[config.mk]
export PLATFORM = sky130hd
export DESIGN_NAME = word_bus_mem16_bridge
export DESIGN_NICKNAME = d
export VERILOG_FILES = /design/src/rtl/word_bus_mem16_bridge.sv
export SDC_FILE = /design/constraint.sdc
export NUM_CORES = 1
export LEC_CHECK = 0
export BUFFER_PORTS_ARGS = -buffer_cell sky130_fd_sc_hd__buf_4
export CAP_MARGIN = 10
export CORE_UTILIZATION = 39
export CTS_BUF_LIST = sky130_fd_sc_hd__clkbuf_8
export DETAILED_ROUTE_END_ITERATION = 7
export GPL_ROUTABILITY_DRIVEN = 0
export PLACE_DENSITY = 0.69
export SLEW_MARGIN = 20
export SYNTH_ARGS = -nofsm -noshare
export SYNTH_HDL_FRONTEND = slang
export SYNTH_SLANG_ARGS = --single-unit
[constraint.sdc]
create_clock -name clk_sys -period 2.55 [get_ports clk_sys]
set_input_delay 0.3825 -clock clk_sys [delete_from_list [all_inputs] [get_ports clk_sys]]
set_output_delay 0.3825 -clock clk_sys [all_outputs]
set_load 0.03 [all_outputs]
[src/rtl/word_bus_mem16_bridge.sv]
`default_nettype none
// ============================================================================
// word_bus_mem16_bridge : 32/8-bit word command port to 16-bit req/ack memory
// Revision: 1.0
// ============================================================================
module word_bus_mem16_bridge #(
  parameter int GAP_CYCLES = 1
) (
  input  logic        clk_sys,
  input  logic        reset,
  input  logic        word_rd,
  input  logic        word_wr,
  input  logic        word_32bit,
  input  logic [25:0] word_addr,
  input  logic [31:0] word_data,
  output logic [31:0] word_q,
  output logic        word_busy,
  output logic        mem_req,
  output logic        mem_we,
  output logic [24:0] mem_addr,
  output logic [1:0]  mem_be,
  output logic [15:0] mem_wdata,
  input  logic [15:0] mem_rdata,
  input  logic        mem_ack
);

  localparam logic [1:0] S_IDLE = 2'd0;
  localparam logic [1:0] S_ACC1 = 2'd1;
  localparam logic [1:0] S_GAP  = 2'd2;
  localparam logic [1:0] S_ACC2 = 2'd3;

  localparam int         GAP_M1   = (GAP_CYCLES > 0) ? GAP_CYCLES - 1 : 0;
  localparam logic [1:0] GAP_INIT = GAP_M1[1:0];

  logic [1:0]  state_q, state_d;
  logic        busy_q, busy_d;
  logic        req_q, req_d;
  logic        we_q, we_d;
  logic        is32_q, is32_d;
  logic [24:0] addr_q, addr_d;
  logic [1:0]  be_q, be_d;
  logic [15:0] wdata_q, wdata_d;
  logic [15:0] lo_data_q, lo_data_d;
  logic [15:0] hi_q, hi_d;
  logic [31:0] rdq_q, rdq_d;
  logic [1:0]  gap_q, gap_d;
  logic        ack;
  logic [7:0]  rd_byte;

  assign ack     = req_q & mem_ack;
  // Byte lane follows the enable issued for the 8-bit request.
  assign rd_byte = be_q[0] ? mem_rdata[7:0] : mem_rdata[15:8];

  always_comb begin
    state_d   = state_q;
    busy_d    = busy_q;
    req_d     = req_q;
    we_d      = we_q;
    is32_d    = is32_q;
    addr_d    = addr_q;
    be_d      = be_q;
    wdata_d   = wdata_q;
    lo_data_d = lo_data_q;
    hi_d      = hi_q;
    rdq_d     = rdq_q;
    gap_d     = gap_q;
    case (state_q)
      S_IDLE: begin
        if (word_rd || word_wr) begin
          state_d   = S_ACC1;
          busy_d    = 1'b1;
          req_d     = 1'b1;
          we_d      = word_wr;
          is32_d    = word_32bit;
          lo_data_d = word_data[15:0];
          if (word_32bit) begin
            addr_d  = {word_addr[25:2], 1'b0};
            be_d    = 2'b11;
            wdata_d = word_data[31:16];
          end else begin
            addr_d  = word_addr[25:1];
            be_d    = word_addr[0] ? 2'b01 : 2'b10;
            wdata_d = {word_data[7:0], word_data[7:0]};
          end
        end
      end
      S_ACC1: begin
        if (ack) begin
          if (!is32_q) begin
            state_d = S_IDLE;
            busy_d  = 1'b0;
            req_d   = 1'b0;
            if (!we_q) rdq_d = {4{rd_byte}};
          end else begin
            hi_d = mem_rdata;
            if (GAP_CYCLES == 0) begin
              state_d = S_ACC2;
              addr_d  = {addr_q[24:1], 1'b1};
              wdata_d = lo_data_q;
            end else begin
              state_d = S_GAP;
              req_d   = 1'b0;
              gap_d   = GAP_INIT;
            end
          end
        end
      end
      S_GAP: begin
        if (gap_q == 2'd0) begin
          state_d = S_ACC2;
          req_d   = 1'b1;
          addr_d  = {addr_q[24:1], 1'b1};
          wdata_d = lo_data_q;
        end else begin
          gap_d = gap_q - 2'd1;
        end
      end
      default: begin
        if (ack) begin
          state_d = S_IDLE;
          busy_d  = 1'b0;
          req_d   = 1'b0;
          if (!we_q) rdq_d = {hi_q, mem_rdata};
        end
      end
    endcase
  end

  always_ff @(posedge clk_sys) begin
    if (reset) begin
      state_q   <= S_IDLE;
      busy_q    <= 1'b0;
      req_q     <= 1'b0;
      we_q      <= 1'b0;
      is32_q    <= 1'b0;
      addr_q    <= '0;
      be_q      <= '0;
      wdata_q   <= '0;
      lo_data_q <= '0;
      hi_q      <= '0;
      rdq_q     <= '0;
      gap_q     <= '0;
    end else begin
      state_q   <= state_d;
      busy_q    <= busy_d;
      req_q     <= req_d;
      we_q      <= we_d;
      is32_q    <= is32_d;
      addr_q    <= addr_d;
      be_q      <= be_d;
      wdata_q   <= wdata_d;
      lo_data_q <= lo_data_d;
      hi_q      <= hi_d;
      rdq_q     <= rdq_d;
      gap_q     <= gap_d;
    end
  end

  assign word_q    = rdq_q;
  assign word_busy = busy_q;
  assign mem_req   = req_q;
  assign mem_we    = we_q;
  assign mem_addr  = addr_q;
  assign mem_be    = be_q;
  assign mem_wdata = wdata_q;

endmodule
`default_nettype wire

# --- Word-level counts from Yosys, hierarchy flattened ---
# Index checks and enable logic that the tools add are counted.
totals:
  reg_bits: 115
  inputBits: 80
classes:
  n_reduce_logical: 17
  eq_ne: 8
  mux: 34
  add_sub_neg: 1
  n_bitwise: 4
op_table:
  columns: ["cell", "count"]
  rows:
  - ["32-bit 2-to-1 mux", 5]
  - ["32-bit one-hot mux with 2 select lines", 1]
  - ["25-bit one-hot mux with 2 select lines", 1]
  - ["16-bit 2-to-1 mux", 3]
  - ["16-bit one-hot mux with 2 select lines", 1]
  - ["25-bit 2-to-1 mux", 1]
  - ["2-bit 2-to-1 mux", 10]
  - ["2-bit inequality test, second input constant", 6]
  - ["3-bit AND reduction", 4]
  - ["4-bit AND reduction", 3]
  - ["8-bit 2-to-1 mux", 1]
  - ["1-bit 2-to-1 mux", 7]
  - ["2-bit one-hot mux with 3 select lines", 1]
  - ["2-bit nonzero test", 3]
  - ["5-bit AND reduction", 1]
  - ["2-bit logical NOT", 2]
  - ["2-bit one-hot mux with 2 select lines", 1]
  - ["1-bit NOT", 3]
  - ["1-bit one-hot mux with 3 select lines", 1]
  - ["3-bit nonzero test", 1]
  - ["2-bit by 1-bit equality test with 1-bit output, second input constant", 1]
  - ["2-bit equality test, second input constant", 1]
  - ["1-bit one-hot mux with 2 select lines", 1]
  - ["2-bit AND reduction", 1]
  - ["other kinds (4)", 4]

# --- Logic depth before layout (Yosys ltp) ---
# Gate-level depths: netlist of the first run.
depth:
  ltp_word: 5
  mapped_depth: 6

# --- Worst setup path before layout of the first run ---
# No wires, ideal clock.
synth_path:
  kind: "reg2reg"
  start: "register be_q[0] (netlist: mem_be[0])"
  end: "register rdq_q[0] (netlist: word_q[0])"
  arrival_time_ps: 1675
  n_path_buf: 1
  synth_period_minus_slack_ps: 1826
  path_stages_with_launch: 5
  slack_ps: 724
  cell_sequence: "dfxtp_1 buf_2 mux2_2 a2111oi_2 a221oi_1"
synth_between:
  elab_chain_cells: 5
synth_lines:
  columns: ["item", "line_no", "text"]
  rows:
  - ["start, declared", "41", "logic [1:0] be_q, be_d;"]
  - ["start signal, assigned", "137", "be_q <= '0;"]
  - ["start signal, assigned", "150", "be_q <= be_d;"]
  - ["8-bit 2-to-1 mux", "52", "assign rd_byte = be_q[0] ? mem_rdata[7:0] : mem_rdata[15:8];"]
  - ["32-bit 2-to-1 mux", "93", "if (!we_q) rdq_d = {4{rd_byte}};"]
  - ["32-bit 2-to-1 mux", "89", "if (!is32_q) begin"]
  - ["32-bit 2-to-1 mux", "88", "if (ack) begin"]
  - ["32-bit one-hot mux with 2 select lines", "67", "case (state_q)"]
  - ["end signal, assigned", "154", "rdq_q <= rdq_d;"]
  - ["end, declared", "45", "logic [31:0] rdq_q, rdq_d;"]
# No other way between the ends. The select of a mux whose other input is x is not followed.
# A chain may end at the register's enable or synchronous reset.

# --- Worst setup path in the final report of the first run ---
layout_path:
  start: "register state_q[1]"
  end: "register wdata_q[8] (netlist: mem_wdata[8])"
layout_between:
  elab_chain_cells: 3
  word_cells_on_any_way: 7
  cone_classes: "eq/ne: 3; mux: 1; reduce/logical: 3"
layout_lines:
  columns: ["item", "line_no", "text"]
  rows:
  - ["start, declared", "35", "logic [1:0] state_q, state_d;"]
  - ["start signal, assigned", "144", "state_q <= state_d;"]
  - ["2-bit equality test / 2-bit logical NOT (equally long branches)", "67", null]
  - ["2-bit inequality test (no line) / 2-bit nonzero test (equally long branches)", null, null]
  - ["3-bit AND reduction (no line)", null, null]
  - ["end signal, assigned", "151", "wdata_q <= wdata_d;"]
  - ["end, declared", "42", "logic [15:0] wdata_q, wdata_d;"]
# Parallel ways exist; a longest one is shown, timed or not.

==> metrics.txt, run 1 <==
post-DP HPWL=9760 µm; placed cells=856; Synth async-reset ratio=0%; startpoint types=flop; total CTS buffers=17; Avg Synthesized Cell Area=8.84 µm²; top cells by area, synth=dfxtp_1 46%, a21oi_1 6.5%, o21ai_0 6.0%, nand3_1 5.8%, a221oi_1 4.3%; via count=4,819; Peak Freq=499 MHz; site row count=41; cell accounting for the most synthesized area=dfxtp_1; Yosys Warn Count=0; hold_sp=word_addr[0]; CP Capture Type=flop; hold buffer count at cts=0; deepest clock path buffer count=2; Gate Count Post-Synth=570; DRC=0; WHS Path Cells=2; Ant. Diodes=0; Peak VDD IR=380 µV; I/O pins=158; top-area cell type share of the netlist area=45.7%; area grow syn2layout=33.2%; DRT antenna net count=0; Pleak=2.69 nW; max_cap viols=0; CTS Sinks=115; root buf cell=clkbuf_8; WHS Endpoint=mem_be[1]; number of setup buffers added after CTS=0; share of cells above drive strength 1=34.4%; Unique masters post-synth=39; first-pass GRT wire length=22,900 µm; Final min period=2.00 ns; Reg clk slew, reported paths=0.07 ns; Final Hold Viols=0; Post-synth top cells=115 x dfxtp_1, 65 x a21oi_1, 60 x o21ai_0, 58 x nand3_1, 53 x nand2_1; Hold Crit Class=input port to flop; Pwr Density=685 nW/µm²; count leader, synth=dfxtp_1; NumNets Final=784; TritonRoute pass-1 iters=4; Setup TNS=0 ns; R2R cell count=3; reg2reg end=mem_wdata[8]; Final Max Tran Viols=0; IO Port Bufs=157; CTS tree=yes; core area=12,600 µm²; Die Area=13,400 µm²; top_reg_cell synth=dfxtp_1; initial DRC count=310; Layout Cells excl Fill=887; Worst-Skew Late Latency=0.44 ns; Arr. time, crit path=2.33 ns; Setup Viol. Count Final=0; Post-Syn Area=5040 µm²; number of global-route vias before repair=4,620; largest net degree at the start of global routing=46; Post-Syn Nets=651; Die Ht=116 µm; Seq/Total Area, Yosys=45.7%; worst clock skew=0.00792 ns; Least-Margin Pin Slew=0.958 ns; Worst Path Required=2.88 ns; post-synthesis register bit count=115; gr usage total=22.1%; Worst Setup Path Type=flop to flop; Initial Util=39.9%; DR WL/cell=16.4 µm; DRT Wirelength=14,500 µm; Power, Total=0.00460 W; DIE WIDTH=116 µm; EDFF count, synth=0; GRT overflow=0; post_cts resized=0; slew margin rel.=36.2%; crit path max fanout=36; Register-to-Register Setup Slack=0.55 ns; via/cell ratio=5.43; status=completed; final worst path period share=78.5%; reg2reg start=state_q[1]; htree depth=4; RSZ-0062 raised after global routing=no; antenna violations before repair=0
## flip-flops by register name, summed over array words and instances, names as in the netlist, 2 cells and up
name,count
word_q,32
mem_addr,25
hi_q,16
lo_data_q,16
mem_wdata,16
gap_q,2
mem_be,2
state_q,2
## worst max-delay path, cell delays in order (launching register included)
cell and delay, ns:
dfxtp_1 0.56, or2b_1 0.63, or2_2 0.45, a32o_1 0.25
## per-stage QoR
| stage | hold WS [ns] | util (%) | area [µm²] | setup slack (ns) |
|---|---|---|---|---|
| finish | 0.151 | 53.2 | 6710 | 0.547 |
| global placement | 0.452 | 49.9 | 6290 | 0.633 |
| global route | 0.148 | 53.2 | 6710 | 0.391 |
| floorplan | 0.445 | - | 5040 | 0.724 |
| CTS | 0.139 | 53.2 | 6710 | 0.544 |
| detailed placement | 0.457 | 49.9 | 6290 | 0.542 |
## layer usage
layer	GRT usage, %	part of all wire (%)	vias up
met2	37.7	49	179
met3	6.64	6.9	24
met4	8.29	2.0	0
met1	26.1	42	2308
met5	0	0	-
li1	-	-	2308
## cells in the final DEF, fill, tap and decap left out, drive strengths merged, types with 3 or more instances in the layout
cell,n
mux2,8
or2,18
o21ai,60
inv,38
a21oi,65
or3,4
clkbuf,19
a32o,16
buf,169
bufinv,3
clkinv,3
nand3,58
a221oi,33
nor2,4
clkinvlp,6
mux2i,16
a2111oi,8
dfxtp,115
nand2,53
## cells by family (layout without fill, tap and decap cells)
kind of cell	Yosys count	after routing	share of synthesized area, %
and+or+nand+nor	150	150	14.9
DFF	115	115	45.7
muxes	24	24	4.96
buffers and inverters	93	238	7.87
AOI/OAI and AO/OA	187	187	26.3
adders and majority gates	1	1	0.248
## cell type report
| class | count | area [µm²] |
|---|---|---|
| clock buffers | 19 | 262 |
| multi-input cells | 362 | 2350 |
| fillers | 1171 | 5910 |
| clock inverters | 12 | 158 |
| inverters | 38 | 143 |
| repair buffers | 169 | 1280 |
| flip-flops and latches | 115 | 2300 |
| well taps | 172 | 215 |
## worst max-delay path by stage
stage                     from      endpoint  slack, ns  cells after the start
detailed placement  state_q[1]  mem_wdata[8]       0.54                      3
finish              state_q[1]  mem_wdata[8]       0.55                      3
floorplan            mem_be[0]     word_q[0]       0.72                      4
CTS                 state_q[1]  mem_wdata[8]       0.54                      3
global route        state_q[1]  mem_wdata[8]       0.39                      3
global placement    state_q[1]  mem_wdata[9]       0.63                      3
## power breakdown
| group | total [W] | switching, W | internal [W] |
|---|---|---|---|
| logic | 0.000832 | 0.000503 | 0.000329 |
| clock network | 0.00180 | 0.000787 | 0.00101 |
| registers | 0.00197 | 0.0000649 | 0.00190 |
(Power assumes the default switching activity.)
==> run 2, diff against run 1 <==
clock period = 1.95 ns   (was 2.55 ns; I/O delays follow)
==> run 2 against run 1 <==
Sequential share of layout area fell by 0.62 points; first-iteration DRC count up 13%; clock power rose by 28%; non-clock buffer count up 11; register-to-register slack got worse by 0.27 ns; fmax is 20% higher; sequential power up 30%; core utilization increased by 1.0 points; worst setup slack worse by 0.27 ns; die area unchanged; clock-buffer cell count decreased by 1; largest cell class unchanged; highest routed layer unchanged.
==> metrics.txt, run 2 (synthesized netlist as in run 1, its figures left out) <==
status=completed; site row count=41; placed instance area=6380 µm²; Worst Setup Path Type=flop to flop; area grow syn2layout=35.7%; core area=12,600 µm²; worst path cell trace=buf_4, mux2_2, a2111oi_2, a221oi_1; reg2reg start=mem_be[0]; Pwr Density=877 nW/µm²; DRC=0; DIE WIDTH=116 µm; Worst-Skew Late Latency=0.44 ns; slew margin rel.=54.3%; slack of the critical path=0.274 ns; total CTS buffers=17; max_cap viols=0; final worst path period share=85.9%; via count=4,890; share of cells above drive strength 1=35.6%; Ant. Diodes=0; CTS Sinks=115; largest net degree at the start of global routing=41; footprint of the multi-input gates=2380 µm²; commonest non-fill, non-tap cells in the layout=177 x buf_4, 114 x dfxtp_1, 65 x a21oi_1, 60 x o21ai_0, 58 x nand3_1; initial DRC count=351; DR WL/cell=16.1 µm; Final min period=1.68 ns; Arr. time, crit path=1.96 ns; first-pass GRT wire length=22,500 µm; Pleak=2.76 nW; NumNets Final=795; Worst Path Required=2.24 ns; most common cell after layout, fill and taps aside=buf_4; Layout Cells excl Fill=899; number of global-route vias before repair=4,499; end point of the critical path=word_q[7]; reg2reg end=word_q[7]; htree depth=4; IO Port Bufs=157; Reg clk slew, reported paths=0.07 ns; slowest CP cell=a2111oi_2; Die Ht=116 µm; CTS tree=yes; post-route cell area=6840 µm²; Register-to-Register Setup Slack=0.27 ns; worst clock skew=0.00944 ns; RSZ-0062 raised after global routing=no; antenna violations before repair=0; WHS Path Cells=2; via/cell ratio=5.44; TritonRoute pass-1 iters=5; post-DP HPWL=9830 µm; root buf cell=clkbuf_8; Setup Viol. Count Final=0; Final Max Tran Viols=0; Least-Margin Pin Slew=0.686 ns; Largest register FFs=32; DRT Wirelength=14,400 µm; crit path max fanout=6; Setup TNS=0 ns; FF+latch area=2300 µm²; Hold Crit Class=input port to flop; placed cells=866; CP delay by family, top=compound AO/OA/AOI/OAI gates; WP buf/inv=1; Initial Util=39.9%; Post-Place Worst Slack=0.113 ns; DRT antenna net count=0; CP Capture Type=flop; R2R cell count=4; Peak Freq=597 MHz; Die Area=13,400 µm²; crit-path max cell delay=0.53 ns; Critical Path Stages=4; deepest clock path buffer count=2; gr usage total=21.5%; I/O pins=158; Final Hold Viols=0; hold buffer count at cts=0; GRT overflow=0; startpoint types=flop; Peak VDD IR=552 µV; Fill cells=1,185; Critical path origin=mem_be[0]
-- run 2: cell count changes in the layout (fill, tap and decap cells not counted), moves of 2 or more --
cell,change
clkinv_2,+2
buf_4,+9
a2111oi_4,+2
buf_12,+2
a2111oi_2,-2
-- run 2: final cells by class --
type	count	area share, %
multi-input cells	362	34.8
flip-flops and latches	115	33.7
repair buffers	180	20.3
clock buffers	18	3.62
well taps	172	3.15
clock inverters	14	2.40
inverters	38	2.09
-- run 2: what timing repair did --
action	in CTS	in global routing
setup endpoints to repair	0	31
resized for setup	0	4
setup buffers	0	1
-- run 2: stage by stage --
step / utilization [%] / total power (W) / hold slack [ns]
2_1_floorplan: - / 0.00327 / 0.409
3_3_place_gp: 50.6 / 0.00371 / 0.449
3_5_place_dp: 50.6 / 0.00373 / 0.457
4_1_cts: 53.8 / 0.00602 / 0.0494
5_1_grt: 54.2 / 0.00623 / 0.0502
6_report: 54.2 / 0.00600 / 0.0752
-- run 2: worst min path at each step --
stage                               to          from  slack [ns]
final                        mem_be[1]  word_addr[0]        0.08
after floorplan              mem_be[1]  word_addr[0]        0.41
after detailed placement  mem_wdata[9]  mem_wdata[9]        0.46
after global routing         mem_be[1]  word_addr[0]        0.05
after CTS                    mem_be[1]  word_addr[0]        0.05
after global placement       word_q[9]     word_q[9]        0.45
-- run 2: routing by layer --
metal	routed length (µm)	GRT usage, %	share of wire, %
met3	955	6.49	6.6
met5	0	0	0
met1	6400	26.8	44
met4	169	8.21	1.2
met2	6920	35.2	48
-- run 2: worst reg2reg max path: cells and delay by family, from the launching register on --
kind	cells	cell delay [ns]
AOI/OAI and AO/OA	2	0.69
muxes	1	0.35
DFF	1	0.33
buffers and inverters	1	0.16
-- run 2: power breakdown --
part           switching, W  leakage [nW]  internal [W]
combinational      0.000671          1.62      0.000457
clock               0.00102         0.198       0.00129
sequential        0.0000791         0.941       0.00249
